==> config.mk <==
export PLATFORM = sky130hd
export DESIGN_NAME = io_button_reader_flat
export DESIGN_NICKNAME = d
export VERILOG_FILES = /design/src/rtl/io_pins_pkg.sv /design/src/rtl/io_button_reader_if.sv /design/src/rtl/debounce_filter.sv /design/src/rtl/io_button_reader.sv /design/src/flat_wrapper.sv
export SDC_FILE = /design/constraint.sdc
export NUM_CORES = 1
export LEC_CHECK = 0
export CAP_MARGIN = 20
export CORE_ASPECT_RATIO = 1.4
export CORE_UTILIZATION = 47
export DETAILED_ROUTE_END_ITERATION = 7
export PLACE_DENSITY = 0.73
export SLEW_MARGIN = 20
export SYNTH_ARGS = -nofsm -noshare
export SYNTH_HDL_FRONTEND = slang
export SYNTH_SLANG_ARGS = --single-unit
export TNS_END_PERCENT = 30
==> constraint.sdc <==
create_clock -name clk -period 2.7 [get_ports clk]
set_input_delay 0.54 -clock clk [delete_from_list [all_inputs] [get_ports clk]]
set_output_delay 0.54 -clock clk [all_outputs]
set_load 0.01 [all_outputs]
==> src/rtl/io_pins_pkg.sv <==
// Board pin map, output-enable constants and debounce state encoding.
package io_pins_pkg;

    localparam int PIN_RESET  = 23;
    localparam int PIN_ENABLE = 22;
    localparam int PIN_SWITCH = 11;
    localparam int PIN_BUTTON = 10;

    localparam logic OUTPUT_ENABLE  = 1'b1;
    localparam logic OUTPUT_DISABLE = 1'b0;

    typedef enum logic [1:0] {
        STABLE_LO = 2'd0,
        WAIT_HI   = 2'd1,
        STABLE_HI = 2'd2,
        WAIT_LO   = 2'd3
    } debounce_state_e;

endpackage

==> src/rtl/io_button_reader_if.sv <==
// Button/switch reader bus: raw pins and enable in, clean levels, pulse and count out.
interface io_button_reader_if #(
    parameter int COUNT_WIDTH = 10
);
    logic                   btn_raw;
    logic                   sw_raw;
    logic                   en;
    logic                   btn_level;
    logic                   sw_level;
    logic                   press_pulse;
    logic [COUNT_WIDTH-1:0] count;

    modport master (
        output btn_raw, sw_raw, en,
        input  btn_level, sw_level, press_pulse, count
    );

    modport slave (
        input  btn_raw, sw_raw, en,
        output btn_level, sw_level, press_pulse, count
    );
endinterface

==> src/rtl/debounce_filter.sv <==
// 2-FF synchroniser followed by a four-state debounce FSM for one raw pin.
module debounce_filter
    import io_pins_pkg::*;
#(
    parameter int DEBOUNCE_CYCLES = 50000
) (
    input  logic clk,
    input  logic rst_n,
    input  logic raw,
    output logic level,
    output logic rise
);
    localparam int CW = (DEBOUNCE_CYCLES > 1) ? $clog2(DEBOUNCE_CYCLES) : 1;
    localparam logic [CW-1:0] CNT_LAST = CW'(DEBOUNCE_CYCLES - 1);

    localparam logic [1:0] ST_STABLE_LO = STABLE_LO;
    localparam logic [1:0] ST_WAIT_HI   = WAIT_HI;
    localparam logic [1:0] ST_STABLE_HI = STABLE_HI;
    localparam logic [1:0] ST_WAIT_LO   = WAIT_LO;

    logic          r_sync1;
    logic          r_sync2;
    logic [1:0]    r_state;
    logic [CW-1:0] r_cnt;
    logic          w_cnt_last;

    assign w_cnt_last = (r_cnt == CNT_LAST);

    // Bring the asynchronous pin into the clk domain.
    always_ff @(posedge clk) begin
        if (!rst_n) begin
            r_sync1 <= 1'b0;
            r_sync2 <= 1'b0;
        end else begin
            r_sync1 <= raw;
            r_sync2 <= r_sync1;
        end
    end

    // Level only follows once the synchronised pin has held its new value long enough.
    always_ff @(posedge clk) begin
        if (!rst_n) begin
            r_state <= ST_STABLE_LO;
            r_cnt   <= '0;
        end else begin
            case (r_state)
                ST_STABLE_LO: begin
                    if (r_sync2) begin
                        r_state <= ST_WAIT_HI;
                        r_cnt   <= '0;
                    end
                end
                ST_WAIT_HI: begin
                    if (!r_sync2)       r_state <= ST_STABLE_LO;
                    else if (w_cnt_last) r_state <= ST_STABLE_HI;
                    else                r_cnt   <= r_cnt + CW'(1);
                end
                ST_STABLE_HI: begin
                    if (!r_sync2) begin
                        r_state <= ST_WAIT_LO;
                        r_cnt   <= '0;
                    end
                end
                default: begin
                    if (r_sync2)        r_state <= ST_STABLE_HI;
                    else if (w_cnt_last) r_state <= ST_STABLE_LO;
                    else                r_cnt   <= r_cnt + CW'(1);
                end
            endcase
        end
    end

    // Level decodes from state alone, so no input reaches it combinationally.
    assign level = (r_state == ST_STABLE_HI) || (r_state == ST_WAIT_LO);
    // High during the cycle whose edge completes a rising debounce.
    assign rise  = (r_state == ST_WAIT_HI) && r_sync2 && w_cnt_last;

endmodule

==> src/rtl/io_button_reader.sv <==
// Debounced button/switch reader with press pulse and wrapping up/down press counter.
module io_button_reader
    import io_pins_pkg::*;
#(
    parameter int DEBOUNCE_CYCLES = 50000,
    parameter int COUNT_WIDTH     = 10
) (
    input  logic              clk,
    input  logic              rst_n,
    io_button_reader_if.slave bus
);
    logic                   w_btn_level;
    logic                   w_btn_rise;
    logic                   w_sw_level;
    logic                   w_sw_rise_unused;
    logic                   r_pulse;
    logic [COUNT_WIDTH-1:0] r_count;

    debounce_filter #(.DEBOUNCE_CYCLES(DEBOUNCE_CYCLES)) u_btn (
        .clk   (clk),
        .rst_n (rst_n),
        .raw   (bus.btn_raw),
        .level (w_btn_level),
        .rise  (w_btn_rise)
    );

    debounce_filter #(.DEBOUNCE_CYCLES(DEBOUNCE_CYCLES)) u_sw (
        .clk   (clk),
        .rst_n (rst_n),
        .raw   (bus.sw_raw),
        .level (w_sw_level),
        .rise  (w_sw_rise_unused)
    );

    // One-cycle pulse following each completed button press.
    always_ff @(posedge clk) begin
        if (!rst_n) r_pulse <= 1'b0;
        else        r_pulse <= w_btn_rise;
    end

    // Count on the press edge; w_sw_level is still the pre-edge value, so a
    // switch settling on the same edge does not change this press's direction.
    always_ff @(posedge clk) begin
        if (!rst_n)                   r_count <= '0;
        else if (w_btn_rise && bus.en) r_count <= w_sw_level ? r_count - COUNT_WIDTH'(1)
                                                             : r_count + COUNT_WIDTH'(1);
    end

    assign bus.btn_level   = w_btn_level;
    assign bus.sw_level    = w_sw_level;
    assign bus.press_pulse = r_pulse;
    assign bus.count       = r_count;

endmodule

==> src/flat_wrapper.sv <==
// flat-port wrapper written by rule: the top's interface ports become plain ports
module io_button_reader_flat import io_pins_pkg::*;
#(
    parameter int DEBOUNCE_CYCLES = 50000,
    parameter int COUNT_WIDTH     = 10
)
  (clk, rst_n, bus_btn_raw, bus_sw_raw, bus_en, bus_btn_level, bus_sw_level, bus_press_pulse, bus_count);
  io_button_reader_if #(.COUNT_WIDTH(COUNT_WIDTH)) bus_i ();
  input  logic clk;
  input  logic rst_n;
  input wire logic [$bits(bus_i.btn_raw)-1:0] bus_btn_raw;
  input wire logic [$bits(bus_i.sw_raw)-1:0] bus_sw_raw;
  input wire logic [$bits(bus_i.en)-1:0] bus_en;
  output wire logic [$bits(bus_i.btn_level)-1:0] bus_btn_level;
  output wire logic [$bits(bus_i.sw_level)-1:0] bus_sw_level;
  output wire logic [$bits(bus_i.press_pulse)-1:0] bus_press_pulse;
  output wire logic [$bits(bus_i.count)-1:0] bus_count;
  assign bus_i.btn_raw = bus_btn_raw;
  assign bus_i.sw_raw = bus_sw_raw;
  assign bus_i.en = bus_en;
  assign bus_btn_level = bus_i.btn_level;
  assign bus_sw_level = bus_i.sw_level;
  assign bus_press_pulse = bus_i.press_pulse;
  assign bus_count = bus_i.count;
  io_button_reader #(.DEBOUNCE_CYCLES(DEBOUNCE_CYCLES), .COUNT_WIDTH(COUNT_WIDTH)) u_core (.clk(clk), .rst_n(rst_n), .bus(bus_i));
endmodule
# --- After elaboration in Yosys (flattened, before gate mapping) ---
# Cells that the tools add are included.
op_classes:
  addsub: 4
  n_eq_ne: 18
  mux: 27
  reduce_logical: 13
op_table:
  columns: ["cell", "count"]
  rows:
  - ["$mux 16", 10]
  - ["$pmux 16 s3", 2]
  - ["$add 16x1->16 const B", 2]
  - ["$eq 16x16->1 const B", 2]
  - ["$mux 2", 12]
  - ["$reduce_and 4->1", 4]
  - ["$ne 2x2->1 const B", 6]
  - ["$pmux 2 s3", 2]
  - ["$add 10x1->10 const B", 1]
  - ["$mux 10", 1]
  - ["$sub 10x1->10 const B", 1]
  - ["$eq 2x2->1 const B", 4]
  - ["$reduce_bool 4->1", 2]
  - ["$ne 3x1->1 const B", 2]
  - ["$ne 3x3->1 const B", 2]
  - ["$eq 2x1->1 const B", 2]
  - ["$logic_not 2->1", 2]
  - ["$logic_and 1x1->1", 3]
  - ["$logic_or 1x1->1", 2]
word_totals:
  ff_bits: 51
  input_bits: 5
  out_inout_bits: 13
  word_cells: 72

# --- Depth between registers and ports, before layout ---
# Gate-level depths: netlist of the first run.
logic_depth:
  ltp_word: 4
  depth_mapped: 11
  depth_no_buf: 11

# --- By module ---
# A second synthesis of the first run with hierarchy kept.
unflattened:
  hier_cells: 386
  area_unflattened_um2: 3273.1
by_module_without_submodules:
  columns: ["mod", "n_inst", "cells_each", "area_each_um2", "seq_area_each_um2"]
  rows:
  - ["debounce_filter at u_core.u_btn", 1, 144, 1228.7, 400.4]
  - ["debounce_filter at u_core.u_sw", 1, 136, 1182.4, 400.4]
  - ["io_button_reader", 1, 106, 862.1, 220.2]

# --- Worst setup path before layout of the first run ---
# No wires, ideal clock.
synth_timing:
  kind: "register to register"
  start: "reg u_core.u_sw.r_state[0]"
  end: "reg u_core.r_count[8], in the netlist u_core.bus.count[8]"
  setup_ps: 95
  t_arrival_ps: 2487
  required_time_ps: 2605
  setup_slack_ps: 118
  stages_incl_launch_ff: 12
  n_path_buf: 0
  cell_sequence: "dfxtp_1 -> inv_1 -> ha_1 -> nor2_1 -> inv_1 -> ha_1 -> nor2b_1 -> o21ai_0 -> a21o_1 -> a31oi_1 -> or4b_1 -> o311ai_1"
synth_between:
  elab_chain_len: 3
  word_cells_on_any_way: 4
  classes_between: "2 x eq/ne; 1 x mux; 1 x reduce/logical"
synth_rtl:
  columns: ["element", "line", "rtl"]
  rows:
  - ["from (decl)", "debounce_filter.sv:23", "logic [1:0] r_state;"]
  - ["from (signal assigned)", "debounce_filter.sv:43", "r_state <= ST_STABLE_LO;"]
  - ["from (signal assigned)", "debounce_filter.sv:49", "r_state <= ST_WAIT_HI;"]
  - ["from (signal assigned)", "debounce_filter.sv:54", "if (!r_sync2) r_state <= ST_STABLE_LO;"]
  - ["$eq 2x2->1", "debounce_filter.sv:74", "assign level = (r_state == ST_STABLE_HI) || (r_state == ST_WAIT_LO);"]
  - ["$logic_or 1x1->1 *", "debounce_filter.sv:74", null]
  - ["via bus_sw_level", "flat_wrapper.sv:15", "output wire logic [$bits(bus_i.sw_level)-1:0] bus_sw_level;"]
  - ["$mux 10 *", "io_button_reader.sv:45", "else if (w_btn_rise && bus.en) r_count <= w_sw_level ? r_count - COUNT_WIDTH'(1)"]
  - ["to (signal assigned)", "io_button_reader.sv:45", null]
  - ["to (decl)", "io_button_reader.sv:17", "logic [COUNT_WIDTH-1:0] r_count;"]
# Mark *: on every way through the listed nets, which the timed path passes. The rest lies on a longest branch.
# A chain may end at the register's enable or synchronous reset.

# --- Worst setup path after layout of the first run ---
layout_timing:
  start: "reg u_core.u_sw.r_state[0]"
  end: "reg u_core.r_count[8], in the netlist u_core.bus.count[8]"
layout_between:
  elab_chain_len: 3
  word_cells_on_any_way: 4
  classes_between: "2 x eq/ne; 1 x mux; 1 x reduce/logical"
layout_rtl:
  columns: ["element", "line"]
  rows:
  - ["$eq 2x2->1", "debounce_filter.sv:74"]
  - ["$logic_or 1x1->1 *", "debounce_filter.sv:74"]
  - ["$mux 10 *", "io_button_reader.sv:45"]
# Mark *: on every way between the ends. The rest lies on a longest branch, timed or not.

==> results of run 1 <==
==> registers in the layout, summed over array words and instances, names as in the netlist, named ones only <==
| signal | count |
|---|---|
| u_core.u_sw.r_sync1 | 1 |
| u_core.u_btn.r_sync2 | 1 |
| u_core.u_btn.r_cnt | 16 |
| u_core.u_sw.r_cnt | 16 |
| u_core.u_btn.r_state | 1 |
| u_core.bus.count | 10 |
| u_core.u_btn.r_sync1 | 1 |
| u_core.bus.press_pulse | 1 |
| u_core.u_sw.r_state | 1 |
| u_core.u_sw.r_sync2 | 1 |
==> cells in the mapped netlist, drive strengths merged (2+ instances only) <==
master and count:
dfxtp 51, nor2 49, nand2 26, a21oi 19
ha 18, o21ai 17, inv 14, nand4 14
xnor2 13, nand3 12, xor2 11, mux2i 10
nor3 10, or3 6, and2 5, and4 5
clkbuf 5, a21o 4, nand2b 4, nor4 4
or2 4, and3 3, o31ai 3, a211oi 2
a31oi 2, a41oi 2, nor2b 2, nor4b 2
o211ai 2, o21a 2
==> worst register-to-register path: cells and delay by family (launching register included) <==
kind | cells | cell delay (ns)
AO/OA/AOI/OAI | 4 | 0.56
AND/OR/NAND/NOR | 2 | 0.60
flip-flops | 1 | 0.37
buffers and inverters | 3 | 0.31
adder cells (fa/ha/maj) | 2 | 0.57
==> cell type report <==
class / count / area [µm²] / area share, %
clock buffer: 8 / 100 / 3.09
inverter: 15 / 56.3 / 1.74
multi-input combinational: 264 / 1740 / 53.6
sequential: 51 / 1020 / 31.5
tap: 70 / 87.6 / 2.70
timing repair buffer: 26 / 238 / 7.33
==> how the worst min path moves through the flow <==
stage | slack (ns) | cells after the start | to | startpoint
3_3_place_gp | 0.42 | 1 | u_core.u_btn.r_sync2$_SDFF_PN0_ | u_core.u_btn.r_sync1$_SDFF_PN0_
3_5_place_dp | 0.42 | 1 | u_core.u_sw.r_sync2$_SDFF_PN0_ | u_core.u_sw.r_sync1$_SDFF_PN0_
2_1_floorplan | 0.41 | 1 | u_core.u_btn.r_sync2$_SDFF_PN0_ | u_core.u_btn.r_sync1$_SDFF_PN0_
6_report | 0.44 | 1 | u_core.u_sw.r_sync2$_SDFF_PN0_ | u_core.u_sw.r_sync1$_SDFF_PN0_
5_1_grt | 0.47 | 1 | u_core.u_btn.r_sync2$_SDFF_PN0_ | u_core.u_btn.r_sync1$_SDFF_PN0_
4_1_cts | 0.45 | 1 | u_core.u_sw.r_sync2$_SDFF_PN0_ | u_core.u_sw.r_sync1$_SDFF_PN0_
==> per-layer routing <==
layer	vias up	routed length [µm]
met4	0	138
met3	12	220
met5	-	0
met1	1147	2640
li1	1252	-
met2	40	2950
==> timing repair <==
item,in CTS,in global routing
resized for setup,1,6
buffers inserted,0,0
endpoints found under the setup margin,2,3
==> stage by stage <==
| step | hold slack [ns] | std cells | instance area [µm²] | util (%) |
|---|---|---|---|---|
| after floorplan | 0.412 | 336 | 2830 | - |
| after global placement | 0.418 | 426 | 3130 | 53.7 |
| after detailed placement | 0.423 | 426 | 3130 | 53.7 |
| after CTS | 0.448 | 434 | 3230 | 55.5 |
| after global routing | 0.473 | 434 | 3240 | 55.7 |
| final | 0.444 | 434 | 3240 | 55.7 |
==> where the power goes <==
group          switching [mW]  internal [mW]
registers             0.00643          0.757
logic                  0.0580         0.0376
clock network           0.255          0.235
==> logic make-up (layout without fill, tap and decap cells) <==
group	count (synthesis)	after routing	synth area share, %
adder cells (fa/ha/maj)	19	19	8.67
AO/OA/AOI/OAI	60	60	13.2
multiplexers	10	10	3.54
flip-flops	51	51	36.1
XOR/XNOR	24	24	7.43
AND/OR/NAND/NOR	151	151	28.2
buffers and inverters	21	49	2.88
==> metrics.md, run 1 <==
| Metric | Value |
|---|---|
| Status | finished clean |
| GR Util met3 | 3.76% |
| Drt wl/cell | 13.7 µm |
| TNS Setup | 0 ns |
| Crit path DAT | ~2.7 ns |
| Crit path setup slack, layout | roughly 0.2 ns |
| Met1 usage | between 20% and 30% |
| Hold-fix buffers at CTS | 0 |
| First-pass GRT wire length | 10,200 µm |
| Unique masters post-synth | slightly above 50 |
| Die W | between 60 and 70 µm |
| Number of enable flip-flop cells after synthesis | 0 |
| DIE HEIGHT | around 94 µm |
| Met2 GRT Util | 33.0% |
| Maximum VDD drop | about 0.37 mV |
| Area of the core | just under 0.006 mm² |
| DR DRC count | 0 |
| Post-Syn Area | ~0.0028 mm² |
| Reg2reg start | u_core.u_sw.r_state[0]$_SDFFE_PN0P_ |
| F_max | between 300 and 400 MHz |
| H-tree levels | 2 |
| CP endpoint | u_core.bus.count[8]$_SDFFE_PN0P_ |
| DRT Pass-1 Iters | 4 |
| NumNets Final | 387 |
| Critical Path End Type | register |
| FF+latch count, synth | approximately 50 |
| Post-synth top area share | between 30% and 40% |
| Clock net sink count | between 50 and 60 |
| Power, Total | about 1.3 mW |
| RSZ-0062 raised after global routing | no |
| CP max FO | 9 |
| Worst Path Buf+Inv | 3 |
| Root buffer cell | clkbuf_8 |
| Endpoints failing setup | 0 |
| Routed vias | around 2,500 |
| Row count | 33 |
| P&R area growth vs syn | 14.7% |
| Mapped Cells | roughly 340 |
| Final setup skew | between 0.004 and 0.005 ns |
| Pin count of the biggest net entering global routing | 15 |
| DIE AREA | 0.00633 mm² |
| CTS Buffer Depth | 2 |
| Reg clk slew, reported paths | roughly 0.09 ns |
| Critical path class | reg -> reg |
| Tmin final | between 2 and 3 ns |
| Final Hold Vio Count | 0 |
| Commonest non-fill, non-tap cell in the layout | dfxtp_1 |
| Number of global-route vias before repair | roughly 2,400 |
| Final period utilization | about 93% |
| Post-route ant nets | 0 |
| Initial antenna violation count | 0 |
| Pwr/cell area | just over 400 mW/mm² |
| Pre-CTS setup slack | about 0.014 ns |
| Final Max Slew Viols | 0 |
| GRT Max-Usage Layer | met2 |
| R2R cell count | 11 |
| GRT overflow | 0 |
| Antenna diode count | 0 |
| Most frequent cells in the layout | dfxtp_1, nor2_1, nand2_1 |
| Vias per cell | between 5 and 6 |
| IO Pins | 18 |
| CTS Buf Count | 5 |
| Starting Density | about half |
| Max-Cap Viols | 0 |
| Rel. slew slack | 66.1% |
| Required @ worst endpoint | just under 3 ns |
| Critical path, cell by cell | inv_1 > ha_1 > nor2_4 > inv_1 > buf_4 > ha_1 > o21ai_1 > a21o_1 > a31oi_1 > or4b_1 > o311ai_1 |
| Critical Path Max Stage Delay | approximately 0.45 ns |
| Sequential element share of the synthesized area | a little over a third |
| Skew-Pair Late Insertion Delay | roughly 0.30 ns |
| Commonest register cell after synthesis | dfxtp_1 |
| Detail Placement HPWL | 4400 µm |
| Syn Nets | 360 |
| Post-synth ARST share | 0% |
| Synth warn | 0 |
| HP Class | reg -> reg |
| Fraction of layout cells with a size suffix above 1 | under 10% |
| Critical path launch point type | register |
| Synth top area cells | dfxtp_1, ha_1, nor2_1, xnor2_1, mux2i_1 |
| Worst-Margin Slew | between 0.5 and 0.6 ns |
| Synth area leader | dfxtp_1 |
| Final Wtd Congestion | 0.861 |
| Post-Route WL | ~5900 µm |
| Avg Inst Size Synth | approximately 8.4 µm² |
| Reg2Reg Setup Slack | between 0.15 and 0.2 ns |
| I/O Buffers | 17 |
| Worst path depth | 11 |
| All-Layer GR Usage | between 20% and 30% |
| LEAKAGE | about 1.2 nW |
| CTS tree | done |
| CP delay by family, top | simple AND/OR/NAND/NOR gates |
| Fill count | between 500 and 600 |
| CP Launch Point | u_core.u_sw.r_state[0]$_SDFFE_PN0P_ |
| Slowest cell on the critical path | or4b_1 |
| FF-to-FF End | u_core.bus.count[8]$_SDFFE_PN0P_ |
| First-iteration detailed-routing DRC count | 87 |
No activity file was read; power rests on OpenSTA's default activity.
==> run 2, diff against run 1 <==
- CORE_UTILIZATION: 47 -> 35
- PLACE_DENSITY: 0.73 -> 0.59
==> metrics.md, run 2 (synthesis results as in run 1) <==
| Metric | Value |
|---|---|
| Row count | 38 (+15%) |
| NumNets Final | 388 (+0.26%) |
| Worst-Margin Slew | 0.431 ns (-0.0738 ns) |
| LEAKAGE | 1.24 nW (+0.50%) |
| DR DRC count | 0 (unchanged) |
| IO Pins | 18 (unchanged) |
| Skew-Pair Late Insertion Delay | 0.31 ns (about the same) |
| Die W | 78.0 µm (+15%) |
| Pin count of the biggest net entering global routing | 17 (+2) |
| Vias per cell | 5.31 (-6.1%) |
| Fill count | 791 (+51%) |
| Hold Crit Endpoint | u_core.u_sw.r_sync2$_SDFF_PN0_ |
| Final Hold Vio Count | 0 (unchanged) |
| Antenna diode count | 0 (unchanged) |
| HP Class | reg -> reg |
| Final Max Slew Viols | 0 (unchanged) |
| Final Wtd Congestion | 0.792 (-7.9%) |
| Clock net sink count | 51 (unchanged) |
| Commonest non-fill, non-tap cell in the layout | dfxtp_1 |
| Crit path DAT | 2.68 ns (-0.03 ns) |
| CP max FO | 5 (-4) |
| CTS Buf Count | 5 (unchanged) |
| Required @ worst endpoint | 2.91 ns (about the same) |
| TNS Setup | 0 ns (unchanged) |
| Number of global-route vias before repair | 2,335 (-0.93%) |
| Final setup skew | 0.00998 ns (+0.00557 ns) |
| Critical path class | reg -> reg |
| CTS tree | done |
| Most frequent cells in the layout | dfxtp_1, nor2_1, nand2_1 |
| Detail Placement HPWL | 4490 µm (+2.1%) |
| Hold-fix buffers at CTS | 0 (unchanged) |
| DIE AREA | 0.00845 mm² (+33%) |
| Maximum VDD drop | 0.333 mV (-9.6%) |
| GRT overflow | 0 (unchanged) |
| Drt wl/cell | 13.0 µm (-4.7%) |
| Rel. slew slack | 70.4% (+4.3 points) |
| Critical Path End Type | register |
| H-tree levels | 2 (unchanged) |
| Max-Cap Viols | 0 (unchanged) |
| All-Layer GR Usage | 15.7% (-4.8 points) |
| Pwr/cell area | 447 mW/mm² (+7.5%) |
| Tmin final | 2.47 ns (-0.0329 ns) |
| F_max | 405 MHz (+1.3%) |
| Reg2reg start | u_core.u_sw.r_state[0]$_SDFFE_PN0P_ |
| Endpoints failing setup | 0 (unchanged) |
| DIE HEIGHT | 108 µm (+16%) |
| Reg2Reg Setup Slack | 0.23 ns (+0.03 ns) |
| Status | finished clean |
| I/O Buffers | 17 (unchanged) |
| R2R cell count | 11 (unchanged) |
| Post-Route WL | 6070 µm (+2.1%) |
| DRT Pass-1 Iters | 4 (unchanged) |
| P&R area growth vs syn | 17.9% |
| Final period utilization | 91.5% (-1.2 points) |
| Reg clk slew, reported paths | 0.10 ns (about the same) |
| First-pass GRT wire length | 10,500 µm (+3.5%) |
| Hold path start | u_core.u_sw.r_sync1$_SDFF_PN0_ |
| Starting Density | 36.3% (-12 points) |
| FF-to-FF End | u_core.bus.count[8]$_SDFFE_PN0P_ |
| First-iteration detailed-routing DRC count | 93 (+6.9%) |
| Root buffer cell | clkbuf_8 |
| Fraction of layout cells with a size suffix above 1 | 9.32% (+1.1 points) |
| CTS Buffer Depth | 2 (unchanged) |
| Critical path launch point type | register |
| Area of the core | 0.00780 mm² (+34%) |
| Power, Total | 1.49 mW (+11%) |
| Cells on Worst Hold Path | 1 (unchanged) |
| Routed vias | 2,467 (+0.65%) |
| Initial antenna violation count | 0 (unchanged) |
| Post-route ant nets | 0 (unchanged) |
| RSZ-0062 raised after global routing | no |
-- run 2: changes by cell type in the layout (fill, tap and decap cells not counted), sizes merged --
cell | previous run | this run
clkinvlp | 0 | 1
bufinv | 0 | 2
clkbuf | 8 | 5
buf | 9 | 10
-- run 2: worst max-delay path by stage --
stage | start | end | slack [ns] | cells after the start
floorplan | u_core.u_sw.r_state[0]$_SDFFE_PN0P_ | u_core.bus.count[8]$_SDFFE_PN0P_ | 0.12 | 11
global placement | u_core.u_sw.r_state[0]$_SDFFE_PN0P_ | u_core.bus.count[8]$_SDFFE_PN0P_ | 0.17 | 11
detailed placement | u_core.u_sw.r_state[0]$_SDFFE_PN0P_ | u_core.bus.count[8]$_SDFFE_PN0P_ | 0.02 | 11
CTS | u_core.u_sw.r_state[0]$_SDFFE_PN0P_ | u_core.bus.count[8]$_SDFFE_PN0P_ | 0.02 | 11
global route | u_core.u_sw.r_state[0]$_SDFFE_PN0P_ | u_core.bus.count[8]$_SDFFE_PN0P_ | 0.02 | 11
finish | u_core.u_sw.r_state[0]$_SDFFE_PN0P_ | u_core.bus.count[8]$_SDFFE_PN0P_ | 0.23 | 11
-- run 2: layout make-up --
class,count,area (µm²),area share (%)
multi-input combinational,264,1750,52.5
sequential,51,1020,30.7
timing repair buffer,27,245,7.35
tap,100,125,3.75
clock buffer,5,68.8,2.06
clock inverter,3,67.6,2.03
inverter,15,56.3,1.69
-- run 2: power by group --
part / internal, mW / switching, mW / leakage, nW / total, mW
clock network: 0.370 / 0.263 / 0.0644 / 0.632
logic: 0.0375 / 0.0571 / 0.764 / 0.0946
registers: 0.757 / 0.00650 / 0.412 / 0.764
-- run 2: metrics by stage --
| step | util, % | instance area (µm²) | std cells | worst slack [ns] | hold WS, ns |
|---|---|---|---|---|---|
| floorplan | - | 2830 | 336 | 0.118 | 0.412 |
| global placement | 40.6 | 3170 | 456 | 0.167 | 0.415 |
| detailed placement | 40.6 | 3170 | 456 | 0.0227 | 0.422 |
| CTS | 42.3 | 3300 | 464 | 0.0199 | 0.447 |
| global route | 42.8 | 3330 | 465 | 0.0199 | 0.462 |
| finish | 42.8 | 3330 | 465 | 0.230 | 0.432 |
-- run 2: per-layer routing --
layer / vias up / share of wire, % / global-route usage [%]
li1: 1244 / - / -
met1: 1163 / 45 / 18.3
met2: 48 / 50 / 27.9
met3: 12 / 3.1 / 3.21
met4: 0 / 2.4 / 6.75
met5: - / 0 / 0
-- run 2: timing repair --
action,4_1_cts,5_1_grt
resized for setup,0,7
setup buffers,0,1
endpoints found under the setup margin,0,3
-- run 2: worst max-delay path, stage by stage (launching register included) --
cell,delay [ns]
dfxtp_2,0.35
inv_1,0.10
ha_2,0.21
nor2_2,0.06
buf_4,0.13
fa_1,0.38
nor2b_1,0.15
o21ai_0,0.12
a21o_1,0.22
a31oi_2,0.14
or4b_1,0.45
o311ai_1,0.08
==> run 3, diff against run 2 <==
- GPL_ROUTABILITY_DRIVEN: unset -> 0
==> results of run 3 <==
Final layout, timing and power as in run 2 (identical DEF).
